[config.mk]
export PLATFORM = sky130hd
export DESIGN_NAME = path_sequencer
export DESIGN_NICKNAME = d
export VERILOG_FILES = /design/src/rtl/path_sequencer.sv
export SDC_FILE = /design/constraint.sdc
export NUM_CORES = 1
export LEC_CHECK = 0
export BUFFER_PORTS_ARGS = -buffer_cell sky130_fd_sc_hd__buf_4
export CAP_MARGIN = 20
export CORE_ASPECT_RATIO = 0.75
export CORE_MARGIN = 1.5
export CORE_UTILIZATION = 50
export DETAILED_ROUTE_END_ITERATION = 8
export GPL_TIMING_DRIVEN = 0
export PLACE_DENSITY = 0.72
export SLEW_MARGIN = 20
export SYNTH_ARGS = -nofsm -noshare
export SYNTH_HDL_FRONTEND = slang
export SYNTH_SLANG_ARGS = --single-unit
[constraint.sdc]
create_clock -name clk -period 11 [get_ports clk]
set_clock_uncertainty 0.1 [all_clocks]
set_input_delay 3.3 -clock clk [delete_from_list [all_inputs] [get_ports clk]]
set_output_delay 3.3 -clock clk [all_outputs]
set_load 0.01 [all_outputs]
[src/rtl/path_sequencer.sv]
// Waypoint path sequencer: turns a stream of (x,y) waypoints into per-segment
// Manhattan distance/direction results plus running path statistics.

module path_dist_dir (
    input  logic [3:0] a_i,
    input  logic [3:0] b_i,
    input  logic [3:0] c_i,
    input  logic [3:0] d_i,
    output logic [4:0] dist_o,
    output logic [2:0] dir_o
);
    logic [4:0] dx, dy, adx, ady;
    logic       x_pos, x_neg, y_pos, y_neg;

    assign dx     = {1'b0, c_i} - {1'b0, a_i};
    assign dy     = {1'b0, d_i} - {1'b0, b_i};
    assign adx    = dx[4] ? (5'd0 - dx) : dx;
    assign ady    = dy[4] ? (5'd0 - dy) : dy;
    assign dist_o = adx + ady;

    assign x_pos = c_i > a_i;
    assign x_neg = c_i < a_i;
    assign y_pos = d_i > b_i;
    assign y_neg = d_i < b_i;

    // +y is north, +x is east; a zero-length move reports N (0).
    always_comb begin
        case ({x_pos, x_neg, y_pos, y_neg})
            4'b1010: dir_o = 3'd1;
            4'b1000: dir_o = 3'd2;
            4'b1001: dir_o = 3'd3;
            4'b0001: dir_o = 3'd4;
            4'b0101: dir_o = 3'd5;
            4'b0100: dir_o = 3'd6;
            4'b0110: dir_o = 3'd7;
            default: dir_o = 3'd0;
        endcase
    end
endmodule

module path_sequencer (
    input  logic       clk,
    input  logic       rst_n,
    input  logic       start,
    input  logic       pt_valid,
    input  logic [3:0] pt_x,
    input  logic [3:0] pt_y,
    input  logic       pt_last,
    output logic       pt_ready,
    output logic       seg_valid,
    output logic [3:0] seg_dist,
    output logic       seg_wrap,
    output logic [2:0] seg_dir,
    output logic [7:0] total,
    output logic [3:0] seg_count,
    output logic [3:0] turns,
    output logic       busy,
    output logic       done
);
    typedef enum logic [1:0] {S_IDLE, S_FIRST, S_RUN} state_t;

    state_t     state_q, state_d;
    logic [3:0] prev_x_q, prev_x_d, prev_y_q, prev_y_d;
    logic       seg_valid_q, seg_valid_d, seg_wrap_q, seg_wrap_d;
    logic [3:0] seg_dist_q, seg_dist_d;
    logic [2:0] seg_dir_q, seg_dir_d, prev_dir_q, prev_dir_d;
    logic       prev_dir_vld_q, prev_dir_vld_d;
    logic [7:0] total_q, total_d;
    logic [3:0] seg_count_q, seg_count_d, turns_q, turns_d;
    logic       done_q, done_d;

    logic       accept;
    logic [4:0] dist_sum;
    logic [2:0] dir;
    logic [8:0] total_sum;

    path_dist_dir u_dist_dir (
        .a_i    (prev_x_q),
        .b_i    (prev_y_q),
        .c_i    (pt_x),
        .d_i    (pt_y),
        .dist_o (dist_sum),
        .dir_o  (dir)
    );

    assign accept    = pt_valid & pt_ready;
    assign total_sum = {1'b0, total_q} + {4'b0000, dist_sum};

    // NOTE: every signal written in an always_comb gets a default first, so no
    // path leaves it unassigned and no latch is inferred.
    always_comb begin
        state_d  = state_q;
        pt_ready = 1'b0;
        busy     = 1'b0;
        case (state_q)
            S_IDLE: begin
                if (start) state_d = S_FIRST;
            end
            S_FIRST: begin
                pt_ready = 1'b1;
                busy     = 1'b1;
                if (accept) state_d = pt_last ? S_IDLE : S_RUN;
            end
            S_RUN: begin
                pt_ready = 1'b1;
                busy     = 1'b1;
                if (accept && pt_last) state_d = S_IDLE;
            end
            default: state_d = S_IDLE;
        endcase
    end

    always_comb begin
        prev_x_d       = prev_x_q;
        prev_y_d       = prev_y_q;
        seg_valid_d    = 1'b0;
        seg_dist_d     = seg_dist_q;
        seg_wrap_d     = seg_wrap_q;
        seg_dir_d      = seg_dir_q;
        prev_dir_d     = prev_dir_q;
        prev_dir_vld_d = prev_dir_vld_q;
        total_d        = total_q;
        seg_count_d    = seg_count_q;
        turns_d        = turns_q;
        done_d         = 1'b0;

        if (state_q == S_IDLE && start) begin
            total_d        = 8'd0;
            seg_count_d    = 4'd0;
            turns_d        = 4'd0;
            prev_dir_vld_d = 1'b0;
        end

        if (accept) begin
            prev_x_d = pt_x;
            prev_y_d = pt_y;
            done_d   = pt_last;
            if (state_q == S_RUN) begin
                seg_valid_d = 1'b1;
                seg_dist_d  = dist_sum[3:0];
                seg_wrap_d  = dist_sum[4];
                seg_dir_d   = dir;
                total_d     = total_sum[8] ? 8'hFF : total_sum[7:0];
                seg_count_d = (seg_count_q == 4'hF) ? seg_count_q : seg_count_q + 4'd1;
                // Zero-length segments never affect turn tracking.
                if (dist_sum != 5'd0) begin
                    if (prev_dir_vld_q && dir != prev_dir_q && turns_q != 4'hF)
                        turns_d = turns_q + 4'd1;
                    prev_dir_d     = dir;
                    prev_dir_vld_d = 1'b1;
                end
            end
        end
    end

    // NOTE: state registers use non-blocking assignments so every flop samples
    // the pre-edge values regardless of statement order.
    always_ff @(posedge clk or negedge rst_n) begin
        if (!rst_n) begin
            state_q        <= S_IDLE;
            prev_x_q       <= 4'd0;
            prev_y_q       <= 4'd0;
            seg_valid_q    <= 1'b0;
            seg_dist_q     <= 4'd0;
            seg_wrap_q     <= 1'b0;
            seg_dir_q      <= 3'd0;
            prev_dir_q     <= 3'd0;
            prev_dir_vld_q <= 1'b0;
            total_q        <= 8'd0;
            seg_count_q    <= 4'd0;
            turns_q        <= 4'd0;
            done_q         <= 1'b0;
        end else begin
            state_q        <= state_d;
            prev_x_q       <= prev_x_d;
            prev_y_q       <= prev_y_d;
            seg_valid_q    <= seg_valid_d;
            seg_dist_q     <= seg_dist_d;
            seg_wrap_q     <= seg_wrap_d;
            seg_dir_q      <= seg_dir_d;
            prev_dir_q     <= prev_dir_d;
            prev_dir_vld_q <= prev_dir_vld_d;
            total_q        <= total_d;
            seg_count_q    <= seg_count_d;
            turns_q        <= turns_d;
            done_q         <= done_d;
        end
    end

    assign seg_valid = seg_valid_q;
    assign seg_dist  = seg_dist_q;
    assign seg_wrap  = seg_wrap_q;
    assign seg_dir   = seg_dir_q;
    assign total     = total_q;
    assign seg_count = seg_count_q;
    assign turns     = turns_q;
    assign done      = done_q;
endmodule
# After elaboration in Yosys (flattened, before gate mapping)
# Cells that the tools add are included.
dict set report classes {
  n_addsub 8
  order_cmp 4
  eq_ne 16
  mux 29
  bitwise_logic 1
  n_reduce_logical 10
}
# operator n
set op_table {}
lappend op_table {{4-bit 2-to-1 mux} 9}
lappend op_table {{8-bit 2-to-1 mux} 4}
lappend op_table {{3-bit case mux with 7 select lines} 1}
lappend op_table {{4-bit == test, second input constant} 4}
lappend op_table {{4-bit by 3-bit == test with 1-bit output, second input constant} 3}
lappend op_table {{5-bit 2-to-1 mux} 2}
lappend op_table {{1-bit by 5-bit subtractor with 5-bit output, first input constant} 2}
lappend op_table {{4-bit by 4-bit subtractor with 5-bit output} 2}
lappend op_table {{8-bit by 5-bit adder with 9-bit output} 1}
lappend op_table {{4-bit by 1-bit adder with 4-bit output, second input constant} 2}
lappend op_table {{4-bit greater-than comparator} 2}
lappend op_table {{4-bit < comparator} 2}
lappend op_table {{1-bit 2-to-1 mux} 8}
lappend op_table {{2-bit 2-to-1 mux} 4}
lappend op_table {{2-bit inequality test, second input constant} 3}
lappend op_table {{2-bit case mux with 3 select lines} 1}
lappend op_table {{3-bit AND reduction} 2}
lappend op_table {{5-bit adder} 1}
lappend op_table {{5-bit nonzero test} 1}
lappend op_table {{4-bit by 1-bit == test with 1-bit output, second input constant} 1}
lappend op_table {{1-bit logical AND} 4}
lappend op_table {{4-bit inequality test, second input constant} 1}
lappend op_table {{3-bit inequality test} 1}
lappend op_table {{3-bit inequality test, second input constant} 1}
lappend op_table {{6 further kinds} 6}
dict set report word_totals {
  register_bits 40
  input_bits 13
  output_inout_bits 28
  wordCells 81
}

# Logic depth before layout (Yosys ltp)
# Gate-level depths: netlist of the first run.
dict set report logic_depth {
  ltp_word 10
  mapped_depth 21
  mapped_depth_nobuf 21
}

# By module
# From an unflattened synthesis of the first run, not the netlist that was laid out.
dict set report unflattened {
  hier_cells 288
  area_unflattened_um2 2727.6
}
# mod n_inst cells_per_inst area_each_um2 seq_area_each_um2
set by_module_without_submodules {}
lappend by_module_without_submodules {path_sequencer 1 193 1995.7 1001.0}
lappend by_module_without_submodules {path_dist_dir 1 95 732.0 0.0}

# Worst setup path before layout of the first run
# OpenSTA, ideal clock, no wires.
dict set report synth_path {
  kind {input to register}
  from {in pt_y[0]}
  to {reg total_q[5] (netlist: total[5])}
  setup_ns 0.137
  t_arrival_ns 6.852
  t_required_ns 10.763
  setup_slack_ns 3.911
  cell_stages 20
  path_buffers 0
  path_cell_list {inv_1 -> ha_1 -> inv_1 -> fa_1 -> nand2_1 -> nand2b_1 -> a21o_2 -> mux2_2 -> fa_1 -> nand3_1 -> o211ai_1 -> a2bb2oi_2 -> or3_4 -> and2_4 -> inv_1 -> ha_1 -> a21oi_1 -> o21ai_0 -> nor2_1 -> a211oi_1}
}
dict set report synth_between {
  elab_chain_len 8
}
# item line
set synth_lines {}
lappend synth_lines {{start, declared} 47} ;# input logic [3:0] pt_y,
lappend synth_lines {{4-bit by 4-bit subtractor with 5-bit output *} 16} ;# assign dy = {1'b0, d_i} - {1'b0, b_i};
lappend synth_lines {{1-bit by 5-bit subtractor with 5-bit output} 18} ;# assign ady = dy[4] ? (5'd0 - dy) : dy;
lappend synth_lines {{5-bit 2-to-1 mux *} 18}
lappend synth_lines {{5-bit adder *} 19} ;# assign dist_o = adx + ady;
lappend synth_lines {{via dist_sum[4]} 73} ;# logic [4:0] dist_sum;
lappend synth_lines {{8-bit by 5-bit adder with 9-bit output *} 87} ;# assign total_sum = {1'b0, total_q} + {4'b0000, dist_sum};
lappend synth_lines {{8-bit 2-to-1 mux *} 143} ;# total_d = total_sum[8] ? 8'hFF : total_sum[7:0];
lappend synth_lines {{8-bit 2-to-1 mux *} 138} ;# if (state_q == S_RUN) begin
lappend synth_lines {{8-bit 2-to-1 mux *} 134} ;# if (accept) begin
lappend synth_lines {{via total_d[5]} 68} ;# logic [7:0] total_q, total_d;
lappend synth_lines {{end signal, assigned} 183} ;# total_q <= total_d;
lappend synth_lines {{end, declared} 68}
# The timed path passes the listed nets; every way through them passes the cells marked *.
# A chain may end at the register's enable or synchronous reset.

# Worst setup path in the final report of the first run
# Ends and elaborated chain as after synthesis.

==> run_results.csv, run 1 <==
group,metric,value,unit
synthesis,post-synth-top-area-fraction,0.366,
worst_setup_path,cp_max_fo,5,
placement,post_place_setup_slack,3.31,ns
timing,rsz0062_at_grt,"false",
final_layout,antenna-diode-count,0,
routing,routed_wl,5900,um
final_layout,area_growth_syn_to_layout,18.4,%
timing,timing_worst_slew_pin_value,0.607,ns
die,initial_core_util,0.516,
timing,worst_slack,3.55,ns
worst_setup_path,timing.critical_path.arrival,7.50,ns
placement,count_of_buffers_from_port_buffering,40,
placement,dp.final_hpwl,4400,um
routing,ant_nets,0,
die,die_width,88.4,um
timing,worst_slew_margin_rel,0.592,
die,rows,23,
clock_network,cts_tree,"yes",
synthesis,async_flop_share,1.00,
die,core-area,5300,um^2
placement,gpl.final_weighted_congestion,0.873,
synthesis,synth-main-ff-cell,"dfrtp_1",
clock_network,clkLatencyLatePin,0.29,ns
clock_network,post_cts_hold_buffer_count,0,
worst_setup_path,timing.setup.critical_path_class,"input pin to register",
timing,post-route-period-util,0.677,
grt,gr-total-overflow,0,
synthesis,synth-seq-cells,40,
clock_network,cts_buffer_depth,2,
synthesis,synth_net_count,330,
grt,grt_first_pass_wirelength,9600,um
final_layout,final_net_count,377,
placement,dpl_cell_area,3130,um^2
grt,grt_max_degree,41,
timing,maxClockFrequency,134,MHz
synthesis,synthesis.area_per_instance,9.46,um^2
timing,hold_viol_final,0,
clock_network,post_cts.resized_instances,0,
grt,global_route.usage.total,0.213,
timing,final-setup-viol-count,0,
timing,whs,0.380,ns
die,die_footprint,5920,um^2
final_layout,fillCellCount,477,
worst_setup_path,worstSetupEndpointType,"register",
hold_path,worst_hold_path_type,"register to register",
synthesis,netlist.top_cell.by_area,"dfrtp_1",
final_layout,finalInstanceArea,3240,um^2
outcome,run_status,"complete, no violations",
clock_network,clock-sinks,40,
routing,drt_first_iter_violations,150,
synthesis,leading_cell_type_by_number_of_instances_after_synthesis,"dfrtp_1",
routing,post_drt_wl_per_cell,14.3,um
routing,drt_first_pass_iters,4,
routing,detailed_route_vias_per_instance,5.42,
synthesis,synthesis.instances,289,
final_layout,drive_gt1_frac,0.228,
run,maxCapViolCount,0,
synthesis,post_synth_most_frequent_cells,"dfrtp_1, nand2_1, inv_1",
timing,finalCriticalPeriod,7.45,ns
clock_network,cell_chosen_for_the_clock_root,"clkbuf_8",
clock_network,cts-buffers-inserted,5,
clock_network,clkTransAtPathRegs,0.08,ns
synthesis,post_synth_edffs,0,
worst_setup_path,start_kind,"input pin",
clock_network,cts.htree.levels,2,
grt,initial_antenna_violation_count,0,
synthesis,portion_of_the_post_synthesis_area_used_by_sequential_elements,0.366,
grt,first_global_vias,1999,
clock_network,postCtsSetupBuffers,0,
synthesis,post_synth_instance_area,2730,um^2
die,floorplan.die.height,67.0,um
timing,timing.setup.tns,0,ns
routing,detail_route.drc_violations,0,
synthesis,synthTopCellsByArea,"dfrtp_1, ha_1, nand2_1",
routing,vias,2233,
synthesis,count_of_distinct_cell_types_in_the_synthesized_netlist,56,
timing,slew_viol_final,0,
die,floorplan.io_pins,41,
synthesis,total_of_warnings_raised_by_yosys,0,
worst_setup_path,worst-endpoint-required,11.06,ns
[flip-flops by register name, indices dropped and copies added, names as in the netlist, 2 cells and up]
name / cells
state_q: 2
seg_count: 4
prev_y_q: 4
seg_dir: 3
seg_dist: 4
total: 8
prev_dir_q: 3
prev_x_q: 4
turns: 4
[worst max-delay path: stages]
cell and delay, ns:
buf_4 0.10, inv_1 0.07, ha_1 0.17, inv_1 0.07
fa_1 0.42, nand2_1 0.14, nand2b_1 0.08, a21o_2 0.23
a31oi_1 0.20, xor2_1 0.19, ha_1 0.29, a21oi_1 0.30
o211ai_1 0.16, a2bb2oi_2 0.18, or3_4 0.37, and2_4 0.17
inv_1 0.05, ha_1 0.25, a21oi_1 0.32, o21ai_0 0.24
nor2_1 0.13, a211oi_1 0.08
[cell type report]
class / count / area [um^2] / share of cell area
Timing Repair Buffer: 40 / 300 / 0.0928
Buffer: 7 / 32.5 / 0.0101
Sequential cell: 40 / 1000 / 0.309
Clock inverter: 2 / 35.0 / 0.0108
Tap cell: 75 / 93.8 / 0.0290
Inverter: 26 / 97.6 / 0.0302
Clock buffer: 6 / 72.6 / 0.0224
Multi-Input combinational cell: 216 / 1600 / 0.495
[placed cells by master (no fill, tap or decap), types with 5 or more instances in the layout]
master | synthesis | layout
nand3_1 | 7 | 7
nand2_1 | 31 | 31
nor3_1 | 7 | 7
dfrtp_1 | 40 | 40
ha_1 | 24 | 24
a21oi_1 | 23 | 23
clkbuf_8 | 0 | 5
nor2_1 | 20 | 20
xnor2_1 | 10 | 10
inv_1 | 26 | 26
mux2_2 | 9 | 9
a31oi_1 | 6 | 6
o21ai_0 | 10 | 10
buf_4 | 1 | 41
[path summary, 6_finish.rpt]
kind                                    startpoint  depth (start not counted)  slack [ns]                         to
min in group asynchronous                    rst_n                          1        2.89     state_q[1]$_DFFE_PN0P_
max in group asynchronous                    rst_n                          1        7.55  prev_dir_q[2]$_DFFE_PN0P_
max reg2reg                prev_y_q[0]$_DFFE_PN0P_                         20        6.37         total[5]$_DFF_PN0_
max                                        pt_y[0]                         22        3.55         total[5]$_DFF_PN0_
min                         seg_dir[0]$_DFFE_PN0P_                          2        0.38     seg_dir[0]$_DFFE_PN0P_
min reg2reg                 seg_dir[0]$_DFFE_PN0P_                          2        0.38     seg_dir[0]$_DFFE_PN0P_
[metrics by stage]
step | instances | utilization
6_report | 412 | 0.611
5_1_grt | 412 | 0.611
4_1_cts | 412 | 0.611
3_5_place_dp | 404 | 0.591
3_3_place_gp | 404 | 0.591
2_1_floorplan | 289 | -
[per-layer routing]
layer / part of all wire / global-route usage / vias to the layer above
met5: 0 / 0 / -
met4: 0.0078 / 0.0527 / 0
met3: 0.040 / 0.0434 / 4
met2: 0.42 / 0.306 / 52
met1: 0.53 / 0.325 / 1071
li1: - / - / 1106
[kinds of logic (layout without fill, tap and decap cells)]
kind of cell / after synthesis / after routing / share of synthesized area
and+or+nand+nor: 91 / 91 / 0.170
AOI/OAI and AO/OA: 69 / 69 / 0.172
DFF: 40 / 40 / 0.366
buffers and inverters: 33 / 81 / 0.0476
adders and majority gates: 28 / 28 / 0.139
xor gates and xnor gates: 14 / 14 / 0.0448
muxes: 14 / 14 / 0.0609
Power of run 1 is left out: the tool's default activity adds up to more than one toggle a clock period on the data nets, which glitch-free logic cannot reach.
==> run 2, diff against run 1 <==
--- a/config.mk
+++ b/config.mk
@@ -12,7 +12,7 @@
 export CORE_UTILIZATION = 50
 export DETAILED_ROUTE_END_ITERATION = 8
 export GPL_TIMING_DRIVEN = 0
-export PLACE_DENSITY = 0.72
+export PLACE_DENSITY = 0.75
 export SLEW_MARGIN = 20
 export SYNTH_ARGS = -nofsm -noshare
 export SYNTH_HDL_FRONTEND = slang
==> constraint.sdc (replaced) <==
create_clock -name clk -period 6.8 [get_ports clk]
set_clock_uncertainty 0.1 [all_clocks]
set_input_delay 2.04 -clock clk [delete_from_list [all_inputs] [get_ports clk]]
set_output_delay 2.04 -clock clk [all_outputs]
set_load 0.01 [all_outputs]
==> run 2 against run 1 <==
  * Register-to-register slack worse by 4.2 ns
  * Via count is 1.7% higher
  * Core utilization is 0.35 points higher
  * Sequential cell count stayed put
  * First-iteration DRC count is 18% lower
  * Clock-buffer cell count is 1 higher
  * Sequential share of layout area is 0.18 points lower
  * Worst setup slack worse by 3.0 ns
  * Final cell count stayed put
  * Largest cell class unchanged
==> run_results.csv, run 2 (synthesized netlist as in run 1, its figures left out) <==
group,metric,value,unit
routing,ant_nets,0,
worst_setup_path,timing.setup.critical_path_class,"input pin to register",
die,floorplan.die.height,67.0,um
worst_setup_path,timing.rr.end,"total[5]$_DFF_PN0_",
routing,post_drt_wl_per_cell,14.7,um
placement,gpl.final_weighted_congestion,0.814,
clock_network,cts.htree.levels,2,
worst_setup_path,end_point_of_the_critical_path,"total[5]$_DFF_PN0_",
placement,count_of_buffers_from_port_buffering,40,
final_layout,antenna-diode-count,0,
worst_setup_path,timing.critical_path.arrival,6.27,ns
clock_network,cts_buffer_depth,2,
timing,post-route-period-util,0.912,
timing,final-setup-viol-count,0,
timing,slew_viol_final,0,
grt,initial_antenna_violation_count,0,
clock_network,clock-sinks,40,
die,floorplan.io_pins,41,
timing,finalCriticalPeriod,6.20,ns
grt,grt_max_degree,41,
die,die_footprint,5920,um^2
clock_network,cell_chosen_for_the_clock_root,"clkbuf_8",
final_layout,commonest_non_fill_non_tap_cell_in_the_layout,"buf_4",
worst_setup_path,r2r_slack,2.16,ns
grt,global_route.usage.total,0.220,
final_layout,area_growth_syn_to_layout,19.0,%
clock_network,postCtsSetupBuffers,0,
worst_setup_path,worstSetupEndpointType,"register",
timing,hold_viol_final,0,
grt,grt.busiest_layer,"met2",
die,initial_core_util,0.516,
die,die_width,88.4,um
final_layout,final_util,0.615,
worst_setup_path,start_kind,"input pin",
clock_network,cts_tree,"yes",
outcome,run_status,"complete, no violations",
final_layout,largest_register_ffs,8,
final_layout,finalInstanceArea,3250,um^2
clock_network,cts-buffers-inserted,5,
placement,post_place_setup_slack,0.386,ns
die,core-area,5300,um^2
placement,dp.final_hpwl,4600,um
timing,rsz0062_at_grt,"false",
final_layout,layout_common_cells,"buf_4, dfrtp_1, nand2_1",
run,maxCapViolCount,0,
grt,grtUsageMet2,0.332,
clock_network,clkLatencyLatePin,0.29,ns
timing,maxClockFrequency,161,MHz
final_layout,drive_gt1_frac,0.231,
grt,gr-total-overflow,0,
worst_setup_path,crit_start,"pt_y[0]",
placement,dpl_cell_area,3130,um^2
worst_setup_path,worst-endpoint-required,6.86,ns
routing,vias,2271,
grt,use_met3,0.0434,
grt,first_global_vias,2124,
routing,routed_wl,6080,um
worst_setup_path,worstReg2RegStart,"prev_y_q[0]$_DFFE_PN0P_",
final_layout,final_net_count,377,
timing,worst_slew_margin_rel,0.583,
hold_path,worst_hold_path_type,"register to register",
clock_network,clkTransAtPathRegs,0.08,ns
routing,detail_route.drc_violations,0,
routing,detailed_route_vias_per_instance,5.51,
timing,worst_slack,0.595,ns
routing,drt_first_pass_iters,5,
clock_network,post_cts_hold_buffer_count,0,
grt,grt_first_pass_wirelength,9940,um
timing,timing.setup.tns,0,ns
worst_setup_path,r2r_cells,20,
clock_network,post_cts.resized_instances,0,
grt,gr-usage-met1,0.315,
worst_setup_path,cp_max_fo,5,
die,rows,23,
routing,drt_first_iter_violations,123,
hold_path,min_delay_path_depth,2,
timing,timing_worst_slew_pin_value,0.620,ns
[run 2: changes by cell type in the layout (fill, tap and decap cells not counted)]
cell	delta
clkinv_2	-1
clkbuf_1	-1
clkbuf_8	+2
[run 2: area by class of cell]
type                       instances  area, um^2
tap                               75        93.8
sequential                        40        1000
fill                             471        2040
clock inverter                     1        30.0
inverter                          26        97.6
multi-input combinational        216        1600
clock buffer                       7        96.3
buffer                             7        32.5
timing repair buffer              40         300
[run 2: worst min-delay path by stage]
stage | from | to | slack (ns)
finish | seg_dist[3]$_DFFE_PN0P_ | seg_dist[3]$_DFFE_PN0P_ | 0.39
global route | seg_dist[3]$_DFFE_PN0P_ | seg_dist[3]$_DFFE_PN0P_ | 0.42
CTS | seg_dist[3]$_DFFE_PN0P_ | seg_dist[3]$_DFFE_PN0P_ | 0.39
detailed placement | seg_dist[2]$_DFFE_PN0P_ | seg_dist[2]$_DFFE_PN0P_ | 0.37
global placement | prev_dir_vld_q$_DFF_PN0_ | prev_dir_vld_q$_DFF_PN0_ | 0.36
floorplan | prev_dir_vld_q$_DFF_PN0_ | prev_dir_vld_q$_DFF_PN0_ | 0.35
[run 2: per-layer routing]
metal | up-vias | routed length [um]
met4 | 0 | 76
met5 | - | 0
met1 | 1098 | 2990
li1 | 1113 | -
met3 | 9 | 222
met2 | 51 | 2790
[run 2: through the flow]
step	hold slack, ns	cells
floorplan	0.350	289
global placement	0.360	404
detailed placement	0.365	404
CTS	0.393	412
global route	0.419	412
finish	0.386	412
[run 2: critical path, cell delays in order]
cell and delay, ns:
buf_4 0.11, inv_1 0.06, ha_1 0.16, inv_1 0.07, fa_1 0.44, nand2_1 0.15, nand2b_1 0.07, a21o_2 0.23
a31oi_1 0.21, xor2_1 0.20, ha_1 0.30, a21oi_1 0.31, o211ai_1 0.16, a2bb2oi_2 0.17, or3_4 0.37, and2_4 0.17
inv_1 0.05, ha_1 0.25, a21oi_1 0.29, o21ai_0 0.24, nor2_1 0.14, a211oi_1 0.08
Power of run 2 is left out for the same reason.
==> run 3, diff against run 2 <==
--- a/config.mk
+++ b/config.mk
@@ -7,7 +7,7 @@
 export LEC_CHECK = 0
 export BUFFER_PORTS_ARGS = -buffer_cell sky130_fd_sc_hd__buf_4
 export CAP_MARGIN = 20
-export CORE_ASPECT_RATIO = 0.75
+export CORE_ASPECT_RATIO = 1.5
 export CORE_MARGIN = 1.5
 export CORE_UTILIZATION = 50
 export DETAILED_ROUTE_END_ITERATION = 8
==> run 3 against run 2 <==
  * Register-to-register slack improved by 0.09 ns
  * Core utilization increased by 0.53 points
  * Global-route usage shrank 1.2 points
  * Worst setup slack gained 0.10 ns
==> run_results.csv, run 3 (synthesized netlist as in run 1, its figures left out) <==
group,metric,value,unit
timing,final-setup-viol-count,0,
final_layout,drive_gt1_frac,0.228,
grt,initial_antenna_violation_count,0,
grt,grt_first_pass_wirelength,9740,um
routing,routed_wl,5690,um
die,core-area,5200,um^2
final_layout,area_growth_syn_to_layout,18.0,%
routing,ant_nets,0,
outcome,run_status,"complete, no violations",
clock_network,post_cts_hold_buffer_count,0,
timing,timing.setup.tns,0,ns
placement,gpl.final_weighted_congestion,0.835,
worst_setup_path,timing.critical_path.arrival,6.17,ns
timing,hold_viol_final,0,
worst_setup_path,start_kind,"input pin",
clock_network,cts-buffers-inserted,5,
routing,drt_first_pass_iters,4,
routing,detail_route.drc_violations,0,
worst_setup_path,cp_max_fo,5,
worst_setup_path,crit_start,"pt_y[0]",
final_layout,final_util,0.620,
timing,maxClockFrequency,164,MHz
routing,detailed_route_vias_per_instance,5.49,
timing,slew_viol_final,0,
die,floorplan.die.height,93.6,um
die,die_width,63.4,um
final_layout,largest_register_ffs,8,
clock_network,cell_chosen_for_the_clock_root,"clkbuf_8",
timing,post-route-period-util,0.897,
timing,timing_worst_slew_pin_value,0.583,ns
grt,gr-total-overflow,0,
timing,rsz0062_at_grt,"false",
final_layout,finalInstanceArea,3230,um^2
grt,grt_max_degree,41,
final_layout,fillCellCount,477,
hold_path,worstHoldStart,"seg_dist[3]$_DFFE_PN0P_",
timing,worst_slew_margin_rel,0.610,
clock_network,cts_buffer_depth,2,
die,initial_core_util,0.525,
final_layout,antenna-diode-count,0,
routing,post_drt_wl_per_cell,14.1,um
routing,drt_first_iter_violations,132,
die,die_footprint,5930,um^2
clock_network,clkLatencyLatePin,0.30,ns
final_layout,layout_common_cells,"buf_4, dfrtp_1, nand2_1",
worst_setup_path,timing.setup.critical_path_class,"input pin to register",
final_layout,commonest_non_fill_non_tap_cell_in_the_layout,"buf_4",
routing,vias,2225,
timing,finalCriticalPeriod,6.10,ns
run,maxCapViolCount,0,
clock_network,clkTransAtPathRegs,0.08,ns
worst_setup_path,slowest_delay,0.42,ns
grt,global_route.usage.total,0.208,
clock_network,cts_tree,"yes",
placement,dpl_cell_area,3120,um^2
clock_network,cts.htree.levels,2,
die,floorplan.io_pins,41,
placement,dp.final_hpwl,4460,um
worst_setup_path,worst-endpoint-required,6.87,ns
die,rows,32,
worst_setup_path,worstReg2RegStart,"prev_y_q[0]$_DFFE_PN0P_",
worst_setup_path,critical-path-slowest-cell,"fa_1",
grt,first_global_vias,2250,
clock_network,post_cts.resized_instances,0,
worst_setup_path,worstSetupEndpointType,"register",
hold_path,worst_hold_path_type,"register to register",
worst_setup_path,r2r_slack,2.25,ns
clock_network,clock-sinks,40,
final_layout,final_net_count,377,
clock_network,postCtsSetupBuffers,0,
worst_setup_path,crit_path_cell_trace,"buf_4 -> inv_1 -> ha_1 -> inv_1 -> fa_1 -> nand2_1 -> nand2b_1 -> a21o_2 -> a31oi_1 -> xor2_1 -> ha_1 -> a21oi_1 -> o211ai_1 -> a2bb2oi_2 -> or3_4 -> and2_4 -> inv_1 -> ha_1 -> a21oi_1 -> o21ai_0 -> nor2_1 -> a211oi_1",
placement,count_of_buffers_from_port_buffering,40,
-- run 3: changes by cell type in the layout (fill, tap and decap cells not counted), sizes merged --
cell	change
clkbuf	-1
clkinv	+1
-- run 3: routing by layer --
layer / global-route usage / wire [um]
met1: 0.228 / 2340
met3: 0.0301 / 184
met5: 0 / 0
met2: 0.396 / 3080
met4: 0.0815 / 94
-- run 3: cell type report --
| type | instances | area [um^2] | share of cell area |
|---|---|---|---|
| multi-input combinational | 216 | 1600 | 0.497 |
| sequential | 40 | 1000 | 0.310 |
| timing repair buffer | 40 | 300 | 0.0931 |
| inverter | 26 | 97.6 | 0.0302 |
| tap | 68 | 85.1 | 0.0264 |
| clock buffer | 6 | 72.6 | 0.0225 |
| clock inverter | 2 | 35.0 | 0.0109 |
| buffer | 7 | 32.5 | 0.0101 |
-- run 3: worst max-delay path: cells and delay by family --
kind / cells / cell delay [ns]
AO/OA/AOI/OAI: 8 / 1.66
adder cells (fa/ha/maj): 4 / 1.13
AND/OR/NAND/NOR: 5 / 0.87
buffers and inverters: 4 / 0.29
XOR/XNOR: 1 / 0.20
-- run 3: worst paths after layout --
check	cells after the start	endpoint
worst max register to register	20	total[5]$_DFF_PN0_
worst min-delay path	2	seg_dist[3]$_DFFE_PN0P_
worst min register to register	2	seg_dist[3]$_DFFE_PN0P_
max in group asynchronous	1	prev_x_q[0]$_DFFE_PN0P_
min in group asynchronous	1	state_q[1]$_DFFE_PN0P_
worst max-delay path	22	total[5]$_DFF_PN0_
-- run 3: metrics by stage --
step           setup slack [ns]  hold WS, ns  instances
2_1_floorplan             0.971        0.350        289
3_3_place_gp              0.485        0.361        397
3_5_place_dp              0.422        0.365        397
4_1_cts                   0.725        0.384        405
5_1_grt                   0.347        0.407        405
6_report                  0.698        0.381        405
Power of run 3 is left out for the same reason.
